$ cat src/rtl/id_ex_pipe_reg.sv
// Decode-to-execute pipeline register.
// Holds decoder control, register addresses and operands for one Execute slot.
// Supports stall (hold), flush (bubble insertion) and a per-slot valid bit.
// Write enables are gated so that an empty slot can never change architectural state.
module id_ex_pipe_reg #(
  parameter int DATA_W   = 32,
  parameter int RADDR_W  = 4,
  parameter int ALUCTL_W = 2
) (
  input  logic                CLK,
  input  logic                Reset,
  input  logic                StallE,
  input  logic                FlushE,
  input  logic                ValidD,
  input  logic [3:0]          CondD,
  input  logic [1:0]          FlagWD,
  input  logic                PCSD,
  input  logic                RegWD,
  input  logic                MemWD,
  input  logic                BranchD,
  input  logic                MemtoRegD,
  input  logic                ALUSrcD,
  input  logic [ALUCTL_W-1:0] ALUControlD,
  input  logic [RADDR_W-1:0]  RA1D,
  input  logic [RADDR_W-1:0]  RA2D,
  input  logic [RADDR_W-1:0]  WA3D,
  input  logic [DATA_W-1:0]   RD1D,
  input  logic [DATA_W-1:0]   RD2D,
  input  logic [DATA_W-1:0]   ExtImmD,
  output logic                ValidE,
  output logic [3:0]          CondE,
  output logic [1:0]          FlagWE,
  output logic                PCSE,
  output logic                RegWE,
  output logic                MemWE,
  output logic                BranchE,
  output logic                MemtoRegE,
  output logic                ALUSrcE,
  output logic [ALUCTL_W-1:0] ALUControlE,
  output logic [RADDR_W-1:0]  RA1E,
  output logic [RADDR_W-1:0]  RA2E,
  output logic [RADDR_W-1:0]  WA3E,
  output logic [DATA_W-1:0]   RD1E,
  output logic [DATA_W-1:0]   RD2E,
  output logic [DATA_W-1:0]   ExtImmE
);

  typedef enum logic {EMPTY = 1'b0, FULL = 1'b1} slot_state_t;

  // Condition code "always": a flushed slot presents a harmless no-op to condlogic.
  localparam logic [3:0] COND_AL = 4'hE;

  slot_state_t           state_p1, state_n;
  logic [3:0]            cond_p1;
  logic [1:0]            flagw_p1;
  logic                  pcs_p1, regw_p1, memw_p1, branch_p1;
  logic                  memtoreg_p1, alusrc_p1;
  logic [ALUCTL_W-1:0]   aluctl_p1;
  logic [RADDR_W-1:0]    ra1_p1, ra2_p1, wa3_p1;
  logic [DATA_W-1:0]     rd1_p1, rd2_p1, extimm_p1;

  // Slot occupancy register: EMPTY after reset.
  always_ff @(posedge CLK or negedge Reset) begin
    if (!Reset) state_p1 <= EMPTY;
    else        state_p1 <= state_n;
  end

  // Next occupancy: flush empties, stall holds, load follows ValidD.
  always_comb begin
    state_n = state_p1;
    if (FlushE)       state_n = EMPTY;
    else if (!StallE) state_n = ValidD ? FULL : EMPTY;
  end

  // Control fields: bubble on flush, hold on stall, otherwise load with enables qualified by ValidD.
  always_ff @(posedge CLK or negedge Reset) begin
    if (!Reset) begin
      cond_p1     <= 4'h0;
      flagw_p1    <= 2'b00;
      pcs_p1      <= 1'b0;
      regw_p1     <= 1'b0;
      memw_p1     <= 1'b0;
      branch_p1   <= 1'b0;
      memtoreg_p1 <= 1'b0;
      alusrc_p1   <= 1'b0;
      aluctl_p1   <= '0;
    end else if (FlushE) begin
      cond_p1     <= COND_AL;
      flagw_p1    <= 2'b00;
      pcs_p1      <= 1'b0;
      regw_p1     <= 1'b0;
      memw_p1     <= 1'b0;
      branch_p1   <= 1'b0;
      memtoreg_p1 <= 1'b0;
      alusrc_p1   <= 1'b0;
      aluctl_p1   <= '0;
    end else if (!StallE) begin
      cond_p1     <= CondD;
      flagw_p1    <= FlagWD & {2{ValidD}};
      pcs_p1      <= PCSD & ValidD;
      regw_p1     <= RegWD & ValidD;
      memw_p1     <= MemWD & ValidD;
      branch_p1   <= BranchD & ValidD;
      memtoreg_p1 <= MemtoRegD;
      alusrc_p1   <= ALUSrcD;
      aluctl_p1   <= ALUControlD;
    end
  end

  // Address and operand fields: zeroed on reset and flush, held on stall, otherwise loaded.
  always_ff @(posedge CLK or negedge Reset) begin
    if (!Reset) begin
      ra1_p1    <= '0;
      ra2_p1    <= '0;
      wa3_p1    <= '0;
      rd1_p1    <= '0;
      rd2_p1    <= '0;
      extimm_p1 <= '0;
    end else if (FlushE) begin
      ra1_p1    <= '0;
      ra2_p1    <= '0;
      wa3_p1    <= '0;
      rd1_p1    <= '0;
      rd2_p1    <= '0;
      extimm_p1 <= '0;
    end else if (!StallE) begin
      ra1_p1    <= RA1D;
      ra2_p1    <= RA2D;
      wa3_p1    <= WA3D;
      rd1_p1    <= RD1D;
      rd2_p1    <= RD2D;
      extimm_p1 <= ExtImmD;
    end
  end

  // Outputs come straight from registers; enables are additionally masked by the valid bit.
  assign ValidE      = (state_p1 == FULL);
  assign CondE       = cond_p1;
  assign FlagWE      = flagw_p1 & {2{ValidE}};
  assign PCSE        = pcs_p1 & ValidE;
  assign RegWE       = regw_p1 & ValidE;
  assign MemWE       = memw_p1 & ValidE;
  assign BranchE     = branch_p1 & ValidE;
  assign MemtoRegE   = memtoreg_p1;
  assign ALUSrcE     = alusrc_p1;
  assign ALUControlE = aluctl_p1;
  assign RA1E        = ra1_p1;
  assign RA2E        = ra2_p1;
  assign WA3E        = wa3_p1;
  assign RD1E        = rd1_p1;
  assign RD2E        = rd2_p1;
  assign ExtImmE     = extimm_p1;

endmodule

$ cat config.mk
export PLATFORM = sky130hd
export DESIGN_NAME = id_ex_pipe_reg
export DESIGN_NICKNAME = d
export VERILOG_FILES = /design/src/rtl/id_ex_pipe_reg.sv
export SDC_FILE = /design/constraint.sdc
export NUM_CORES = 1
export LEC_CHECK = 0
export BUFFER_PORTS_ARGS = -buffer_cell sky130_fd_sc_hd__buf_2
export CAP_MARGIN = 20
export CORE_MARGIN = 4
export CORE_UTILIZATION = 42
export DETAILED_ROUTE_END_ITERATION = 12
export HOLD_SLACK_MARGIN = 0.15
export PLACE_DENSITY = 0.78
export SLEW_MARGIN = 20
export SYNTH_ARGS = -nofsm -noshare
export SYNTH_HDL_FRONTEND = slang
export SYNTH_SLANG_ARGS = --single-unit
$ cat constraint.sdc
create_clock -name CLK -period 0.8 [get_ports CLK]
set_input_delay 0 -clock CLK [delete_from_list [all_inputs] [get_ports CLK]]
set_output_delay 0 -clock CLK [all_outputs]
set_load 0.005 [all_outputs]
-- Yosys cells after proc, flatten, opt, wreduce, memory -nomap -nowiden
Index checks and enable logic that the tools add are counted.
- register bits: 123
- input bits: 127
- output and inout bits: 123
- word-level logic and storage cells: 60
- equality and inequality tests: 1
- multiplexer cells: 33
- bitwise gates (word level): 10
- operators by type and width (cell ; number):
    $mux W32 ; 6
    $mux W4 ; 8
    $mux W1 ; 15
    $and A1 B1 Y1 ; 8
    $mux W2 ; 4
    $and A2 B2 Y2 ; 2
    $ne A2 B1 Y1 const B ; 1

-- Depth between registers and ports, before layout
- word-level depth: 3
- gate-level depth with buffers: 5
- gate-level depth less buffers: 2

-- Least setup slack after synthesis
OpenSTA, ideal clock, no wires.
- kind: flip-flop to flip-flop
- from: reg CondE[1] (netlist name)
- to: reg cond_p1[1] (netlist: CondE[1])
- library setup time: 0.124 ns
- arrival: 0.644 ns
- data required time: 0.676 ns
- slack: 0.032 ns
- stages on the path, launching flop included: 2
- path buffers: 0
- period minus slack after synthesis: 0.768 ns
- cells stage by stage: dfrtp_1 a211o_1
- RTL lines (element ; RTL line ; source):
    end signal: assignment ; 98 ; cond_p1 <= CondD;
    end: declaration ; 54 ; logic [3:0] cond_p1;

-- Worst setup path in the final report
- from: reg state_p1 (netlist: ValidE)
- to: out FlagWE[1]
- cells in the longest elaborated chain, start to end: 1
- ends and longest elaborated chain (element ; RTL line ; source):
    start: declaration ; 53 ; slot_state_t state_p1, state_n;
    start signal: assignment ; 65 ; else state_p1 <= state_n;
    $and A2 B2 Y2 ; 139 ; assign FlagWE = flagw_p1 & {2{ValidE}};
    end: declaration ; 32 ; output logic [1:0] FlagWE,
No other way between the ends.

==> qor.json <==
{
  "outcome": {"value": "complete, but fails checks"},
  "failed_checks": {"value": "hold timing, setup timing"},
  "synth.net_count": {"value": 537},
  "measured_slew_at_the_worst_slew_check_pin": {"value": 359, "unit": "ps"},
  "vias_in_the_first_global_route": {"value": 5717},
  "synth_top_cells_by_area": {"value": "dfrtp_1 60%, mux2i_1 22%, nor2_1 8.4%"},
  "period_share": {"value": 144, "unit": "%"},
  "final_cell_mix": {"value": "244 x buf_2, 125 x dlygate4sd3_1, 122 x dfrtp_1"},
  "start_util": {"value": 42.7, "unit": "%"},
  "grt_overflow_total": {"value": 0},
  "worst_path_required_time": {"value": 800, "unit": "ps"},
  "seq_power_share": {"value": 38.0, "unit": "%"},
  "power_per_cell_area": {"value": 1970, "unit": "mW/mm²"},
  "finalMaxSlewViolations": {"value": 0},
  "post_dp_cell_area": {"value": 0.00657, "unit": "mm²"},
  "synth.lib_cells_used.distinct": {"value": 15},
  "synthDominantAreaCellType": {"value": "dfrtp_1"},
  "timing.hold.ws": {"value": -60.2, "unit": "ps"},
  "share_of_post_route_cells_with_drive_strength_above_1": {"value": 43.1, "unit": "%"},
  "critical_path_peak_fanout": {"value": 8},
  "placementRows": {"value": 40},
  "finalClockSkew": {"value": 0, "unit": "ps"},
  "clock_power_share": {"value": 46.4, "unit": "%"},
  "cts_tree": {"value": "built"},
  "final_hold_viols": {"value": 11},
  "finalCriticalPeriod": {"value": 1150, "unit": "ps"},
  "timing.fmax": {"value": 0.869, "unit": "GHz"},
  "die_y": {"value": 118, "unit": "µm"},
  "dieArea": {"value": 0.0140, "unit": "mm²"},
  "seq_area_frac_synth": {"value": 60.3, "unit": "%"},
  "critical_path_class": {"value": "flop to primary output"},
  "power.share.switching": {"value": 22.5, "unit": "%"},
  "dr.first_iter.drc_count": {"value": 324},
  "max-vdd-ir-drop": {"value": 1.42, "unit": "mV"},
  "final_stage_net_count": {"value": 991},
  "cts_hold_buffers": {"value": 125},
  "num-fill-cells": {"value": 692},
  "core_area": {"value": 0.0120, "unit": "mm²"},
  "pre_cts_slack": {"value": -115, "unit": "ps"},
  "cts_root_buf": {"value": "clkbuf_16"},
  "detail_routed_via_count_per_cell": {"value": 4.93},
  "final-setup-viol-count": {"value": 176},
  "htree_num_levels": {"value": 4},
  "postRouteAntennaNets": {"value": 0},
  "routedLengthMet1": {"value": 6.54, "unit": "mm"},
  "dieWidth": {"value": 118, "unit": "µm"},
  "io_buffer_count": {"value": 249},
  "floorplan.io_pins": {"value": 250},
  "yosysWarnings": {"value": 0},
  "cts_buffer_depth": {"value": 2},
  "cp_data_arrival_time": {"value": 1150, "unit": "ps"},
  "wl_met2": {"value": 10.2, "unit": "mm"},
  "share_of_power_burned_in_combinational_logic": {"value": 15.6, "unit": "%"},
  "hp-class": {"value": "input port to flop"},
  "route.top_layer_used": {"value": "met4"},
  "post-dp-hpwl": {"value": 10.0, "unit": "mm"},
  "clock_insertion_delay_worst_skew": {"value": 400, "unit": "ps"},
  "synthDominantCellAreaShare": {"value": 60.3, "unit": "%"},
  "cts_made_buffers": {"value": 17},
  "internal-power": {"value": 0.0139, "unit": "W"},
  "synth_area_per_cell": {"value": 12.5, "unit": "µm²"},
  "cts_num_sinks": {"value": 123},
  "area_growth_syn_to_layout": {"value": 78.3, "unit": "%"},
  "place_congestion": {"value": 0.761},
  "worst_setup_path_start_kind": {"value": "flop"},
  "rsz0062_at_grt": {"value": "true"},
  "vias": {"value": 5056},
  "power.leakage": {"value": 5.04, "unit": "nW"},
  "met3WireLength": {"value": 1.22, "unit": "mm"},
  "total_switching_power": {"value": 0.00404, "unit": "W"},
  "post_drt_wl_per_cell": {"value": 18.3, "unit": "µm"},
  "routed_wl": {"value": 18.8, "unit": "mm"},
  "design_area": {"value": 0.00911, "unit": "mm²"},
  "synthCells": {"value": 410},
  "final.setup.tns": {"value": -18120, "unit": "ps"},
  "layout.cells.most_common": {"value": "buf_2"},
  "global_route_wire_length_before_repair": {"value": 28.0, "unit": "mm"},
  "fin_ws": {"value": -351, "unit": "ps"},
  "grt_start_max_net_pins": {"value": 33},
  "antenna_violations_before_repair": {"value": 1},
  "post-route-drc-count": {"value": 0},
  "cts.clk_slew.worst_paths": {"value": 50, "unit": "ps"},
  "timing.max_cap.violations": {"value": 0},
  "post_synth_instance_area": {"value": 0.00511, "unit": "mm²"},
  "ys_ff_latch": {"value": 123},
  "worst_setup_path_end_kind": {"value": "primary output"},
  "firstDrtPassIters": {"value": 4},
  "worst_relative_slew_slack": {"value": 76.1, "unit": "%"},
  "grt_usage": {"value": 25.3, "unit": "%"}
}
power by group through the flow:
| stage | sequential [W] | combinational, W | clock (W) |
|---|---|---|---|
| finish | 0.00681 | 0.00279 | 0.00833 |
| detailed placement | 0.00687 | 0.00186 | 0 |
| global route | 0.00684 | 0.00301 | 0.00873 |
| CTS | 0.00677 | 0.00250 | 0.00843 |
| floorplan | 0.00688 | 0.000836 | 0 |
| global placement | 0.00686 | 0.00179 | 0 |
cell type report:
| class | instances | area [µm²] | area share [%] |
|---|---|---|---|
| Sequential cell | 123 | 3080 | 33.8 |
| Antenna cell | 2 | 5.00 | 0.0550 |
| Multi-Input combinational cell | 258 | 1800 | 19.8 |
| Clock inverter | 6 | 130 | 1.43 |
| Clock buffer | 26 | 519 | 5.70 |
| Timing Repair Buffer | 464 | 3390 | 37.2 |
| Tap cell | 147 | 184 | 2.02 |
synth_stat cells:
cell / number
nor2b_1: 1
and2b_1: 2
nand3b_1: 6
clkbuf_1: 5
dfrtp_1: 123
nand2_1: 6
mux2i_1: 114
buf_6: 3
nor2_1: 114
buf_2: 10
buf_12: 2
and2_1: 6
buf_8: 9
a21oi_1: 6
a211o_1: 3
through the flow:
stage	total power (W)	hold slack, ps	utilization (%)	std cells
after floorplan	0.00772	-296	-	410
after global placement	0.00865	-67.7	55.0	804
after detailed placement	0.00873	-54.5	55.0	804
after CTS	0.0177	-40.2	73.2	997
after global routing	0.0186	-61.6	76.1	1025
final	0.0179	-60.2	76.1	1026
cells by family after synthesis:
logic type,Yosys count,synth area share (%)
multiplexers,114,22.3
flip-flops,123,60.3
AO/OA/AOI/OAI,9,1.10
buffers and inverters,29,5.44
AND/OR/NAND/NOR,135,10.9
flip-flops by register name, indices dropped and copies added (netlist names):
signal,flops
ALUControlE,2
ALUSrcE,1
CondE,4
ExtImmE,32
MemtoRegE,1
RA1E,4
RA2E,4
RD1E,32
RD2E,32
ValidE,1
WA3E,4
branch_p1,1
flagw_p1,2
memw_p1,1
pcs_p1,1
regw_p1,1
path summary, 6_finish.rpt:
| path | start | end | slack (ps) | cells after the start |
|---|---|---|---|---|
| min reg2reg | CondE[3] | CondE[3] | 500 | 1 |
| max | ValidE | FlagWE[1] | -350 | 2 |
| min | StallE | CondE[2] | -60 | 2 |
| max reg2reg | ExtImmE[22] | ExtImmE[22] | -160 | 3 |
| min in group asynchronous | Reset | RD2E[22] | 70 | 2 |
| max in group asynchronous | Reset | RD1E[20] | 230 | 3 |
worst max-delay path, stage by stage (launching register included):
cell	delay, ps
dfrtp_2	450
and2_1	170
buf_2	130
routing by layer:
metal  global-route usage, %  up-vias
li1                        -     2270
met1                    25.1     2469
met2                    47.2      247
met3                    6.08       70
met4                    15.5        0
met5                       0        -
timing repair:
action,in CTS,in global routing
pin swaps,1,24
endpoints found under the hold margin,246,41
resized for setup,3,35
endpoints found under the setup margin,123,167
buffers inserted,36,27
Note: power is estimated with default switching activity, not from simulation.
